### config.mk
export PLATFORM = sky130hd
export DESIGN_NAME = circuit2_seq_sched_flat
export DESIGN_NICKNAME = d
export VERILOG_FILES = /design/src/rtl/circuit2_seq_sched_if.sv /design/src/rtl/circuit2_seq_sched.sv /design/src/flat_wrapper.sv
export SDC_FILE = /design/constraint.sdc
export NUM_CORES = 1
export LEC_CHECK = 0
export CAP_MARGIN = 10
export CORE_UTILIZATION = 45
export DETAILED_ROUTE_END_ITERATION = 7
export PLACE_DENSITY = 0.72
export REMOVE_ABC_BUFFERS = 1
export SLEW_MARGIN = 25
export SYNTH_ARGS = -nofsm -noshare
export SYNTH_HDL_FRONTEND = slang
export SYNTH_SLANG_ARGS = --single-unit
### constraint.sdc
create_clock -name clk -period 5.15 [get_ports clk]
set_input_delay 0.515 -clock clk [delete_from_list [all_inputs] [get_ports clk]]
set_output_delay 0.515 -clock clk [all_outputs]
set_load 0.03 [all_outputs]
### src/rtl/circuit2_seq_sched_if.sv
// Requester-side handshake and result bus for circuit2_seq_sched.
// The requester drives start/a/b/c; the scheduler returns busy/done/x/z.
interface circuit2_seq_sched_if #(
  parameter int DATAWIDTH = 32
);
  logic                        start;
  logic signed [DATAWIDTH-1:0] a;
  logic signed [DATAWIDTH-1:0] b;
  logic signed [DATAWIDTH-1:0] c;
  logic                        busy;
  logic                        done;
  logic signed [DATAWIDTH-1:0] x;
  logic signed [DATAWIDTH-1:0] z;

  modport master (output start, a, b, c, input busy, done, x, z);
  modport slave  (input start, a, b, c, output busy, done, x, z);
endinterface

### src/rtl/circuit2_seq_sched.sv
// Multi-cycle circuit2 scheduler: one shared add/sub unit, compare, mux, shift.
// Optional CIRCUIT2_SEQ_ABORT_EN adds an 'abort' input that returns the FSM to IDLE.
module circuit2_seq_sched #(
  parameter int DATAWIDTH = 32
) (
  input logic clk,
  input logic rst,
`ifdef CIRCUIT2_SEQ_ABORT_EN
  input logic abort,
`endif
  circuit2_seq_sched_if.slave bus
);
  localparam int W = DATAWIDTH;

  typedef enum logic [2:0] {IDLE, ADD_AB, ADD_AC, SUB_AB, CMP, OUT} state_t;

  state_t              state;
  logic signed [W-1:0] ra, rb, rc;
  logic signed [W-1:0] d, e, f, g, h;
  logic signed [W-1:0] x_r, z_r;
  logic                lt, eq;
  logic                busy_r, done_r;
  logic                abort_req;

`ifdef CIRCUIT2_SEQ_ABORT_EN
  assign abort_req = abort;
`else
  assign abort_req = 1'b0;
`endif

  // Shared adder/subtractor; op select and operand mux decode state only.
  logic         alu_sub;
  logic [W-1:0] alu_b;
  logic [W-1:0] alu_y;
  assign alu_sub = (state == SUB_AB);
  assign alu_b   = (state == ADD_AC) ? rc : rb;
  assign alu_y   = ra + (alu_sub ? ~alu_b : alu_b) + {{(W-1){1'b0}}, alu_sub};

  // CMP-cycle combinational decisions; g feeds h in the same cycle.
  logic                lt_c, eq_c;
  logic signed [W-1:0] g_c, h_c;
  assign lt_c = (d < e);
  assign eq_c = (d == e);
  assign g_c  = lt_c ? d : e;
  assign h_c  = eq_c ? g_c : f;

  always_ff @(posedge clk or negedge rst) begin
    if (!rst) begin
      state  <= IDLE;
      ra     <= '0;
      rb     <= '0;
      rc     <= '0;
      d      <= '0;
      e      <= '0;
      f      <= '0;
      g      <= '0;
      h      <= '0;
      lt     <= 1'b0;
      eq     <= 1'b0;
      x_r    <= '0;
      z_r    <= '0;
      busy_r <= 1'b0;
      done_r <= 1'b0;
    end else begin
      done_r <= 1'b0;
      if (abort_req && state != IDLE) begin
        state  <= IDLE;
        busy_r <= 1'b0;
      end else begin
        case (state)
          IDLE: begin
            if (bus.start) begin
              ra     <= bus.a;
              rb     <= bus.b;
              rc     <= bus.c;
              busy_r <= 1'b1;
              state  <= ADD_AB;
            end
          end
          ADD_AB: begin
            d     <= alu_y;
            state <= ADD_AC;
          end
          ADD_AC: begin
            e     <= alu_y;
            state <= SUB_AB;
          end
          SUB_AB: begin
            f     <= alu_y;
            state <= CMP;
          end
          CMP: begin
            lt    <= lt_c;
            eq    <= eq_c;
            g     <= g_c;
            h     <= h_c;
            state <= OUT;
          end
          OUT: begin
            x_r    <= g << lt;
            z_r    <= h >>> eq;
            done_r <= 1'b1;
            busy_r <= 1'b0;
            state  <= IDLE;
          end
          default: begin
            busy_r <= 1'b0;
            state  <= IDLE;
          end
        endcase
      end
    end
  end

  assign bus.busy = busy_r;
  assign bus.done = done_r;
  assign bus.x    = x_r;
  assign bus.z    = z_r;
endmodule

### src/flat_wrapper.sv
// flat-port wrapper written by rule: the top's interface ports become plain ports
module circuit2_seq_sched_flat 
#(
  parameter int DATAWIDTH = 32
)
  (clk, rst, bus_start, bus_a, bus_b, bus_c, bus_busy, bus_done, bus_x, bus_z);
  circuit2_seq_sched_if #(.DATAWIDTH(DATAWIDTH)) bus_i ();
  input logic clk;
  input logic rst;
  input wire logic [$bits(bus_i.start)-1:0] bus_start;
  input wire logic [$bits(bus_i.a)-1:0] bus_a;
  input wire logic [$bits(bus_i.b)-1:0] bus_b;
  input wire logic [$bits(bus_i.c)-1:0] bus_c;
  output wire logic [$bits(bus_i.busy)-1:0] bus_busy;
  output wire logic [$bits(bus_i.done)-1:0] bus_done;
  output wire logic [$bits(bus_i.x)-1:0] bus_x;
  output wire logic [$bits(bus_i.z)-1:0] bus_z;
  assign bus_i.start = bus_start;
  assign bus_i.a = bus_a;
  assign bus_i.b = bus_b;
  assign bus_i.c = bus_c;
  assign bus_busy = bus_i.busy;
  assign bus_done = bus_i.done;
  assign bus_x = bus_i.x;
  assign bus_z = bus_i.z;
  circuit2_seq_sched #(.DATAWIDTH(DATAWIDTH)) u_core (.clk(clk), .rst(rst), .bus(bus_i));
endmodule
# Yosys cells after proc, flatten, opt, wreduce, memory -nomap -nowiden

Cells that the tools add are included.

Register bits after elaboration: 327
Input port bits: 99
Output and inout port bits: 66
Word-level logic and storage cells: 42

Add/sub/neg operators: 2
Order comparisons: 1
Eq/ne operators: 7
Shifts and indexed selects: 2
Muxes and demuxes: 9
Bitwise gates (word level): 2
Reduce and logical (&&, ||, !) cells: 4

Operators by type and width:

| operator                                                         | number |
|---|---|
| 32-bit two-way mux                                               | 4 |
| 32-bit by 1-bit adder with 32-bit output                         | 1 |
| 32-bit adder                                                     | 1 |
| 32-bit == test                                                   | 1 |
| 32-bit < comparator                                              | 1 |
| 32-bit inverter                                                  | 1 |
| 32-bit by 1-bit << shifter with 32-bit output                    | 1 |
| 32-bit by 1-bit >>> shifter with 32-bit output                   | 1 |
| 3-bit one-hot mux with 5 select lines                            | 1 |
| 3-bit by 2-bit == test with 1-bit output (second input constant) | 2 |
| 3-bit == test (second input constant)                            | 2 |
| 2-bit AND reduction                                              | 2 |
| 4-bit OR reduction                                               | 1 |
| 3-bit by 1-bit == test with 1-bit output (second input constant) | 1 |
| 3-bit zero test                                                  | 1 |
| 3-bit two-way mux                                                | 1 |
| 1-bit two-way mux                                                | 2 |
| 2-bit inequality test (second input constant)                    | 1 |
| 1-bit one-hot mux with 2 select lines                            | 1 |
| 1-bit inverter                                                   | 1 |

# Longest topological paths before layout

Gate-level depths: netlist of run 1.

Depth after elaboration: 6
Gate-level depth with buffers: 16
Gate-level depth less buffers: 13

# Worst setup path before layout of run 1

Ideal clock, no wire load.

Path kind: flip-flop to flip-flop
From: reg u_core.state[0]
To: reg u_core.d[24]
Setup time: 126 ps
Arrival: 3497 ps
Required time: 5024 ps
Path slack: 1527 ps
Stages on the path, launching flop included: 16
Path buffers: 3
Period minus slack after synthesis: 3623 ps
Cells stage by stage: dfrtp_1 clkbuf_1 clkbuf_1 clkbuf_1 nor2b_1 o21ai_0 o21ai_0 ha_1 a21o_1 a21o_1 a21o_1 a31o_1 o21a_1 o2111ai_1 mux2_2 a221o_1

Cells in the longest elaborated chain, start to end: 6
Elaborated cells between the ends (all ways): 8
Classes of those cells: add/sub (2); eq/ne (3); mux (2); bitwise (1)

RTL lines:

| what                                     | line                     | source |
|---|---|---|
| start: declaration                       | circuit2_seq_sched.sv:17 | `state_t state;` |
| start signal: assignment                 | circuit2_seq_sched.sv:49 | `state <= IDLE;` |
| start signal: assignment                 | circuit2_seq_sched.sv:67 | `state <= IDLE;` |
| start signal: assignment                 | circuit2_seq_sched.sv:77 | `state <= ADD_AB;` |
| 3-bit by 2-bit == test with 1-bit output | circuit2_seq_sched.sv:36 | `assign alu_b = (state == ADD_AC) ? rc : rb;` |
| 32-bit two-way mux                       | circuit2_seq_sched.sv:36 |  |
| 32-bit inverter                          | circuit2_seq_sched.sv:37 | `assign alu_y = ra + (alu_sub ? ~alu_b : alu_b) + {{(W-1){1'b0}}, alu_sub};` |
| 32-bit two-way mux                       | circuit2_seq_sched.sv:37 |  |
| 32-bit adder                             | circuit2_seq_sched.sv:37 |  |
| 32-bit by 1-bit adder with 32-bit output | circuit2_seq_sched.sv:37 |  |
| end signal: assignment                   | circuit2_seq_sched.sv:81 | `d <= alu_y;` |
| end: declaration                         | circuit2_seq_sched.sv:19 | `logic signed [W-1:0] d, e, f, g, h;` |

Several ways; a longest one is shown, not always the timed one.
A chain may end at the register's enable or synchronous reset.

# Worst setup path after layout of run 1

From: reg u_core.state[2]
To: reg u_core.e[29]

Cells in the longest elaborated chain, start to end: 6
Elaborated cells between the ends (all ways): 7
Classes of those cells: add/sub (2); eq/ne (2); mux (2); bitwise (1)

RTL lines:

| what                                     | line                                               | source |
|---|---|---|
| 3-bit by 2-bit == test with 1-bit output | circuit2_seq_sched.sv:36, circuit2_seq_sched.sv:70 |  |
| 32-bit two-way mux                       | circuit2_seq_sched.sv:36                           |  |
| 32-bit inverter                          | circuit2_seq_sched.sv:37                           |  |
| 32-bit two-way mux                       | circuit2_seq_sched.sv:37                           |  |
| 32-bit adder                             | circuit2_seq_sched.sv:37                           |  |
| 32-bit by 1-bit adder with 32-bit output | circuit2_seq_sched.sv:37                           |  |
| end signal: assignment                   | circuit2_seq_sched.sv:85                           | `e <= alu_y;` |
| end: declaration                         | circuit2_seq_sched.sv:19                           |  |

Several ways; a longest one is shown, not always the timed one.

==> results by group, run 1 <==
Route
  • Wirelength, routed: 40200 µm
  • Drc violations: 0
  • Drt pass-1 iters: 7
  • DR iter-0 viols: 822
  • Final ANT Viol Nets: 0
  • Vias per cell: 5.55
  • Routed length per placed instance: 17.4 µm
  • Via count: 12800

Final layout
  • Layout cells sized above 1: 10.2%
  • Filler cells: 3256
  • N_diodes: 0
  • Commonest non-fill, non-tap cell in the layout: dfrtp_1
  • Register area: 8180 µm²
  • Layout Utilization: 54.7%
  • Multi-input gate area: between 8000 and 9000 µm²
  • Post-Layout Inst Area: 20100 µm²
  • Most frequent cells in the layout: 326 x dfrtp_1, 303 x o21ai_0, 231 x nand2_1
  • Nets: 1975
  • P&R area growth vs syn: 19.4%

Timing
  • Final cycle utilization of the critical path: 81.7%
  • Worst setup margin: between 900 and 1000 ps
  • Final min period: roughly 4200 ps
  • Final hold vios: 0
  • Slew HR: a little over a third
  • Slew @ Worst Pin: 967 ps
  • Highest Clock Rate: 238 MHz
  • Final Skew: around 19 ps
  • Final TNS setup: 0 ps
  • Slew Limit Fails: 0
  • # setup viols final: 0
  • RSZ-0062 raised after global routing: false

Yosys
  • Register area share after synthesis: 48.5%
  • Most used DFF post-synth: dfrtp_1
  • Cell Area, Synth: 16900 µm²
  • Yosys reg bits: 327
  • Post-synth EDFFs: 0
  • Post-Syn Instances: 1692
  • Synth warn: 0
  • Mapped Avg Cell Area: 9.97 µm²
  • Yosys cell types: 64
  • Synth async-reset ratio: 100%

Global routing
  • GRT met1 Usage: a little under a third
  • GR Util All Layers: between 20% and 30%
  • First-pass GRT wire length: 67000 µm
  • Number of global-route vias before repair: 12700
  • Largest net degree at the start of global routing: 167
  • Global Route met3 Usage: ~3%
  • Grt peak-use layer: met2
  • Met2 GRT Util: ~34%
  • Initial antenna violation count: 0
  • Global route overflow: 0

Worst setup path
  • Critical R2R Capture: u_core.e[29]
  • Worst path required time: around 5500 ps
  • Slowest-stage cell, CP: and2b_2
  • Critical path class: flop to flop
  • CP Cell Sequence: and2b_2 > o21ai_0 > o21ai_0 > ha_1 > a21oi_1 > o21ai_0 > a2111oi_0 > o2111a_1 > nor2_1 > a21oi_1 > xor2_1 > o21ai_0
  • Critical Path Source Type: flop
  • Crit path DAT: approximately 4600 ps
  • Max Fanout on Critical Path: 33
  • Family with the most delay on the worst path: compound AO/OA/AOI/OAI gates
  • R2R cell count: 12
  • Critical Path End Type: flop
  • Flop2flop setup slack: 940 ps
  • Worst path buffer plus inverter count: 0
  • Launch point of the worst reg-to-reg path: u_core.state[2]
  • Crit path largest cell delay: 630 ps
  • Critical path's most frequent cell: o21ai_0

Outcome
  • Outcome: completed

Floorplanning
  • Initial Util: 45.9%
  • Chip Height: just under 200 µm
  • Die width: 196 µm
  • Top Ports: 165
  • Core Region: ~37000 µm²
  • Die area: 38300 µm²
  • # rows: 70

Clock network
  • Post-CTS Hold Buffers: 1
  • CTS tree: built
  • Root Buffer: clkbuf_16
  • CTS resizes: 0
  • CTS Buffer Depth: 3
  • Total CTS buffers: 37
  • Clock Latency Late Sink: 530 ps
  • Postcts setup bufs: 0
  • Clock sinks: 327
  • Clock Pin Slew Worst Setup and Hold Paths: 60 ps
  • Number of H-tree levels: 2

Placement
  • Dpl cell area: 18900 µm²
  • Number of I/O port buffers: 164
  • Pre-CTS setup slack: around 620 ps
  • Gp weighted congestion: 0.868
  • Dpl hpwl: 28100 µm

Hold path
  • Hold Path Class: input pin to asynchronous set/reset pin

Job
  • Max Cap Viol: 0
==> cells by family (layout without fill, tap and decap cells) <==
kind of cell	Yosys count	count (layout)	synth area share, %
multiplexers	224	224	14.0
adder cells (fa/ha/maj)	66	66	4.94
flip-flops	327	327	48.5
XOR/XNOR	27	27	1.40
AND/OR/NAND/NOR	415	415	11.6
AO/OA/AOI/OAI	482	482	16.0
buffers and inverters	151	295	3.48
==> cells in the mapped netlist (4+ instances only) <==
master	number	area share [%]
a21o_1	28	1.2
o311ai_0	4	0.21
o211ai_1	7	0.31
ha_1	65	4.8
nand2b_1	11	0.41
nand3_1	16	0.47
a211oi_1	5	0.22
nand4_1	16	0.59
a211o_1	5	0.26
o21a_1	5	0.22
clkbuf_1	85	1.9
xor2_1	13	0.68
nor2b_1	36	1.3
a21oi_1	72	2.1
buf_2	6	0.18
nand2_1	233	5.2
inv_1	47	1.0
xnor2_1	14	0.73
o31ai_1	10	0.45
mux2_2	95	6.3
mux2i_1	128	7.6
o21ai_1	15	0.45
buf_1	9	0.20
and4_1	6	0.31
nor3_1	11	0.33
and3_1	40	1.5
nor2_1	23	0.51
dfrtp_1	327	49
or3_1	4	0.15
o21ai_0	303	9.0
==> area by class of cell <==
cell class / instances / share of cell area [%]
multi-input combinational: 1214 / 40.4
sequential: 327 / 40.7
clock inverter: 13 / 0.789
tap: 468 / 2.91
timing repair buffer: 183 / 9.04
clock buffer: 52 / 5.34
inverter: 47 / 0.876
==> state kept, by name, summed over array words and instances, names as in the netlist, 3 cells and up <==
signal and flops:
u_core.rc 32, u_core.f 32, u_core.g 32, u_core.bus.z 32, u_core.rb 32, u_core.state 3
u_core.e 32, u_core.d 32, u_core.ra 32, u_core.h 32, u_core.bus.x 32
==> worst max-delay path by stage <==
stage	start	endpoint	slack (ps)	cells after the start
6_report	u_core.state[2]	u_core.e[29]	940	12
4_1_cts	u_core.state[2]	u_core.e[29]	600	12
3_3_place_gp	u_core.state[2]	u_core.f[29]	900	12
5_1_grt	u_core.state[2]	u_core.e[29]	570	12
3_5_place_dp	u_core.state[2]	u_core.e[29]	620	12
2_1_floorplan	u_core.state[0]	u_core.ra[0]	-920	4
==> routing by layer <==
layer	share of wire, %	routed length (µm)
met1	47	18900
met2	46	18400
met3	4.7	1870
met4	2.6	1050
met5	0	0
==> stage by stage <==
| step | hold slack, ps | instances |
|---|---|---|
| 2_1_floorplan | 219 | 1588 |
| 4_1_cts | 401 | 2304 |
| 3_3_place_gp | 363 | 2238 |
| 3_5_place_dp | 366 | 2238 |
| 6_report | 413 | 2304 |
| 5_1_grt | 418 | 2304 |
Power of run 1 is not shown: default switching activity piles up to over one toggle a cycle in this logic, so the estimate is an artifact.
==> run 2: changes to the inputs <==
==> constraint.sdc (replaced) <==
create_clock -name clk -period 4.25 [get_ports clk]
set_input_delay 0.425 -clock clk [delete_from_list [all_inputs] [get_ports clk]]
set_output_delay 0.425 -clock clk [all_outputs]
set_load 0.03 [all_outputs]
==> run 2 against run 1 <==
  * Count of clock-buffer cells in the layout fell by 2
  * Register-to-register slack got worse by 530 ps
  * Cell count rose by 0.26%
  * Non-clock buffer count rose by 6
  * Utilization rose by 0.12 points
  * Maximum frequency rose by 9.6%
  * Die area did not move
  * Cell area rose by 0.22%
  * Critical endpoint is now u_core.e[31]
  * Highest routed layer unchanged
==> results by group, run 2 (synthesis gave the netlist of run 1 again) <==
Global routing
  • Global route overflow: 0 (unchanged)
  • GR Util All Layers: 21.2% (-0.42 points)
  • Number of global-route vias before repair: 12400 (-2.4%)
  • Initial antenna violation count: 0 (unchanged)
  • First-pass GRT wire length: 65600 µm (-2.2%)
  • Largest net degree at the start of global routing: 138 (-17%)

Outcome
  • Outcome: completed

Clock network
  • Clock Pin Slew Worst Setup and Hold Paths: 60 ps (about the same)
  • Clock Latency Late Sink: 530 ps (about the same)
  • Number of H-tree levels: 2 (unchanged)
  • CTS Buffer Depth: 3 (unchanged)
  • Clock sinks: 327 (unchanged)
  • Total CTS buffers: 36 (-2.7%)
  • CTS tree: built
  • Root Buffer: clkbuf_16

Final layout
  • Commonest non-fill, non-tap cell in the layout: dfrtp_1
  • Filler cells: 3247 (-0.28%)
  • N_diodes: 0 (unchanged)
  • Nets: 1980 (+0.25%)
  • P&R area growth vs syn: 19.6%
  • Multi-input gate area: 8140 µm² (about the same)
  • Layout Utilization: 54.8% (+0.12 points)
  • Most frequent cells in the layout: 326 x dfrtp_1, 303 x o21ai_0, 231 x nand2_1
  • Layout cells sized above 1: 10.5% (+0.29 points)
  • Register area: 8180 µm² (unchanged)
  • Post-Layout Inst Area: 20200 µm² (+0.22%)

Placement
  • Dpl hpwl: 28700 µm (+2.2%)
  • Gp weighted congestion: 0.884 (+1.9%)
  • Number of I/O port buffers: 164 (unchanged)
  • Pre-CTS setup slack: 366 ps (-250 ps)
  • Dpl cell area: 19000 µm² (+0.60%)

Route
  • Final ANT Viol Nets: 0 (unchanged)
  • Wirelength, routed: 39900 µm (-0.76%)
  • DR iter-0 viols: 754 (-8.3%)
  • Drt pass-1 iters: 5 (-2)
  • Via count: 12700 (-0.78%)
  • Routed length per placed instance: 17.3 µm (-1.0%)
  • Vias per cell: 5.49 (-1.0%)
  • Drc violations: 0 (unchanged)

Timing
  • Final Skew: 23.6 ps (+4.54 ps)
  • Final min period: 3840 ps (-368 ps)
  • Slew Limit Fails: 0 (unchanged)
  • Highest Clock Rate: 260 MHz (+9.6%)
  • Final cycle utilization of the critical path: 90.3% (+8.6 points)
  • RSZ-0062 raised after global routing: false
  • Final hold vios: 0 (unchanged)
  • Slew HR: 43.6% (+8.2 points)
  • Worst setup margin: 410 ps (-532 ps)
  • # setup viols final: 0 (unchanged)
  • Slew @ Worst Pin: 844 ps (-123 ps)

Worst setup path
  • Critical path class: flop to flop
  • Critical Path End Type: flop
  • Worst path required time: 4600 ps (-910 ps)
  • Worst path buffer plus inverter count: 0 (unchanged)
  • Max Fanout on Critical Path: 19 (-42%)
  • Slowest-stage cell, CP: dfrtp_1
  • Family with the most delay on the worst path: compound AO/OA/AOI/OAI gates
  • Crit path largest cell delay: 480 ps (-150 ps)
  • Critical path's most frequent cell: o21ai_0
  • Critical Path Source Type: flop
  • Crit path DAT: 4190 ps (-380 ps)
  • CP Cell Sequence: nand2b_1 > o21ai_0 > o21ai_0 > ha_1 > and4_1 > and2_1 > nand4_1 > o21ai_0 > o21ai_1 > o31ai_1 > xnor2_1 > o21ai_0

Hold path
  • Hold Path Class: input pin to asynchronous set/reset pin

Floorplanning
  • Top Ports: 165 (unchanged)
  • # rows: 70 (unchanged)
  • Chip Height: 196 µm (unchanged)
  • Die width: 196 µm (unchanged)
  • Core Region: 36800 µm² (unchanged)
  • Die area: 38300 µm² (unchanged)
  • Initial Util: 45.9% (unchanged)

Job
  • Max Cap Viol: 0 (unchanged)
[run 2: changes by cell type in the layout (fill, tap and decap cells not counted), sizes merged]
cell and change:
inv +1, bufinv -2, clkbuf -2, clkinvlp +1, clkinv +2, buf +6
[run 2: path summary, 6_finish.rpt]
path | from | end | slack [ps] | depth (start not counted)
min reg2reg | u_core.f[16] | u_core.f[16] | 470 | 2
max | u_core.state[1] | u_core.e[31] | 410 | 12
min | rst | u_core.bus.x[27] | 420 | 2
max in group asynchronous | rst | u_core.state[0] | 2780 | 3
min in group clk | u_core.f[16] | u_core.f[16] | 470 | 2
max reg2reg | u_core.state[1] | u_core.e[31] | 410 | 12
[run 2: worst reg2reg max path: cells and delay by family, from the launching register on]
family | cells | cell delay, ps
AO/OA/AOI/OAI | 6 | 1540
XOR/XNOR | 1 | 270
adder cells (fa/ha/maj) | 1 | 390
flip-flops | 1 | 480
AND/OR/NAND/NOR | 4 | 1010
[run 2: area by class of cell]
type / count / area share (%)
clock inverter: 15 / 0.633
clock buffer: 50 / 5.13
tap: 468 / 2.90
sequential: 327 / 40.6
timing repair buffer: 189 / 9.58
multi-input combinational: 1214 / 40.3
inverter: 47 / 0.874
[run 2: timing repair]
item | CTS | global route
resized for setup | 0 | 1
endpoints found under the setup margin | 0 | 6
setup buffers | 0 | 0
endpoints found under the hold margin | 51 | 0
hold buffers | 1 | 0
[run 2: through the flow]
step / hold slack (ps) / cells / TNS [ps]
2_1_floorplan: 129 / 1588 / -176580
3_3_place_gp: 378 / 2243 / 0
3_5_place_dp: 377 / 2244 / 0
4_1_cts: 429 / 2310 / 0
5_1_grt: 453 / 2310 / 0
6_report: 421 / 2310 / 0
[run 2: routing by layer]
metal	GRT usage, %	vias up	wire length, µm
met5	0	-	0
met4	4.81	0	610
met3	2.73	49	1700
met2	34.2	276	18400
met1	30.3	6116	19100
li1	-	6246	-
Power of run 2 is left out for the same reason.
==> run 3: changes to the inputs <==
--- a/config.mk
+++ b/config.mk
@@ -5,12 +5,13 @@
 export SDC_FILE = /design/constraint.sdc
 export NUM_CORES = 1
 export LEC_CHECK = 0
+export ABC_CLOCK_PERIOD_IN_PS = 4150
 export CAP_MARGIN = 10
 export CORE_UTILIZATION = 45
 export DETAILED_ROUTE_END_ITERATION = 7
 export PLACE_DENSITY = 0.72
 export REMOVE_ABC_BUFFERS = 1
-export SLEW_MARGIN = 25
+export SLEW_MARGIN = 20
 export SYNTH_ARGS = -nofsm -noshare
 export SYNTH_HDL_FRONTEND = slang
 export SYNTH_SLANG_ARGS = --single-unit
==> constraint.sdc (replaced) <==
create_clock -name clk -period 4.15 [get_ports clk]
set_input_delay 0.415 -clock clk [delete_from_list [all_inputs] [get_ports clk]]
set_output_delay 0.415 -clock clk [all_outputs]
set_load 0.03 [all_outputs]
==> run 3 against run 2 <==
  * First-iteration DRC count shrank 4.0%
  * Critical endpoint is now u_core.f[29]
  * Worst setup slack lost 130 ps
  * Highest routed layer unchanged
  * The run now ends with hold timing left
  * Via count grew 1.2%
  * Global-route usage grew 0.44 points
  * Worst hold slack lost 480 ps
  * Count of clock-buffer cells in the layout grew 2
  * Maximum frequency shrank 0.89%
  * Utilization grew 0.23 points
  * Cell area grew 0.42%
  * Non-clock buffer count grew 7
  * Clock skew shrank 9.0 ps
  * Wire length grew 1.9%
==> results by group, run 3 (synthesis gave the netlist of run 1 again) <==
Final layout
  • Commonest non-fill, non-tap cell in the layout: dfrtp_1
  • Layout Utilization: 55.1% (+0.23 points)
  • Layout cells sized above 1: 10.8% (+0.28 points)
  • Nets: 1987 (+0.35%)
  • Most frequent cells in the layout: 326 x dfrtp_1, 303 x o21ai_0, 231 x nand2_1
  • N_diodes: 0 (unchanged)
  • P&R area growth vs syn: 20.1%
  • Post-Layout Inst Area: 20300 µm² (+0.42%)

Route
  • Drc violations: 0 (unchanged)
  • Routed length per placed instance: 17.5 µm (+1.6%)
  • Final ANT Viol Nets: 0 (unchanged)
  • Vias per cell: 5.54 (+0.88%)
  • DR iter-0 viols: 724 (-4.0%)
  • Via count: 12800 (+1.2%)
  • Wirelength, routed: 40600 µm (+1.9%)
  • Drt pass-1 iters: 5 (unchanged)

Global routing
  • Grt peak-use layer: met2
  • First-pass GRT wire length: 67000 µm (+2.2%)
  • GR Util All Layers: 21.6% (+0.44 points)
  • Initial antenna violation count: 0 (unchanged)
  • Largest net degree at the start of global routing: 111 (-20%)
  • Global Route met3 Usage: 2.68% (-0.052 points)
  • Number of global-route vias before repair: 12700 (+2.4%)
  • Met2 GRT Util: 34.3% (+0.13 points)
  • Global route overflow: 0 (unchanged)
  • GRT met1 Usage: 30.5% (+0.15 points)

Timing
  • RSZ-0062 raised after global routing: false
  • Final cycle utilization of the critical path: 93.3% (+3.0 points)
  • Final Skew: 14.6 ps (-9.03 ps)
  • Worst setup margin: 276 ps (-134 ps)
  • Final min period: 3870 ps (+34.3 ps)
  • Final hold vios: 29 (+29)
  • Smallest hold slack: -57.9 ps (-479 ps)
  • # setup viols final: 0 (unchanged)
  • Slew Limit Fails: 0 (unchanged)
  • Slew @ Worst Pin: 1090 ps (+244 ps)
  • Highest Clock Rate: 258 MHz (-0.89%)
  • Slew HR: 27.5% (-16 points)

Worst setup path
  • R2R cell count: 13 (+1)
  • Critical path class: flop to flop
  • Critical R2R Capture: u_core.f[29]
  • Max Fanout on Critical Path: 19 (unchanged)
  • Worst path required time: 4530 ps (-70 ps)
  • Crit path DAT: 4250 ps (+60 ps)
  • Critical Path Source Type: flop
  • Critical Path End Type: flop
  • Flop2flop setup slack: 280 ps (-130 ps)
  • Launch point of the worst reg-to-reg path: u_core.state[1]

Placement
  • Number of I/O port buffers: 164 (unchanged)
  • Gp weighted congestion: 0.894 (+1.1%)
  • Dpl hpwl: 29600 µm (+3.2%)
  • Pre-CTS setup slack: 394 ps (+27.8 ps)
  • Dpl cell area: 19000 µm² (+0.28%)

Clock network
  • Clock Pin Slew Worst Setup and Hold Paths: 60 ps (about the same)
  • Post-CTS Hold Buffers: 0 (-1)
  • Postcts setup bufs: 0 (unchanged)
  • CTS Buffer Depth: 3 (unchanged)
  • CTS tree: built
  • Clock sinks: 327 (unchanged)
  • Clock Latency Late Sink: 520 ps (about the same)
  • Total CTS buffers: 36 (unchanged)
  • Number of H-tree levels: 2 (unchanged)
  • Root Buffer: clkbuf_16
  • CTS resizes: 0 (unchanged)

Floorplanning
  • Initial Util: 45.9% (unchanged)
  • Core Region: 36800 µm² (unchanged)
  • # rows: 70 (unchanged)
  • Die width: 196 µm (unchanged)
  • Die area: 38300 µm² (unchanged)
  • Chip Height: 196 µm (unchanged)
  • Top Ports: 165 (unchanged)

Outcome
  • Failing checks: hold timing
  • Outcome: complete, but fails checks

Hold path
  • Hold Path Class: input pin to asynchronous set/reset pin

Job
  • Max Cap Viol: 0 (unchanged)
## run 3: worst max-delay path by stage
stage                              end             from  slack [ps]
final                     u_core.f[29]  u_core.state[1]         280
after global routing      u_core.d[29]  u_core.state[1]          30
after CTS                 u_core.f[29]  u_core.state[1]         380
after detailed placement  u_core.f[29]  u_core.state[1]         390
after global placement    u_core.d[24]  u_core.state[1]         540
after floorplan           u_core.ra[0]  u_core.state[0]       -1920
## run 3: critical path, stage by stage, from the launching register on
cell	delay [ps]
dfrtp_1	470
and2b_1	450
buf_4	300
o21ai_0	100
o21ai_0	230
ha_1	320
a21oi_1	240
o21ai_0	150
a2111oi_0	460
o2111a_1	320
nor2_1	90
a21oi_1	160
xor2_1	310
o21ai_0	130
## run 3: layout make-up
| type | count | area (µm²) |
|---|---|---|
| sequential | 327 | 8180 |
| inverter | 47 | 176 |
| fill | 3218 | 16500 |
| tap | 468 | 586 |
| timing repair buffer | 196 | 1970 |
| clock buffer | 52 | 1050 |
| clock inverter | 13 | 158 |
| multi-input combinational | 1214 | 8130 |
## run 3: metal layers
metal | share of wire, % | vias to the layer above
met5 | 0 | -
met4 | 3.1 | 0
met3 | 4.0 | 84
met2 | 45 | 306
met1 | 48 | 6161
li1 | - | 6287
## run 3: stage by stage
stage / hold slack, ps / TNS [ps] / std cells
CTS: 5.79 / 0 / 2317
floorplan: 119 / -192960 / 1588
detailed placement: 462 / 0 / 2252
finish: -57.9 / 0 / 2317
global route: 33.1 / 0 / 2317
global placement: 453 / 0 / 2252
Power of run 3 is left out for the same reason.
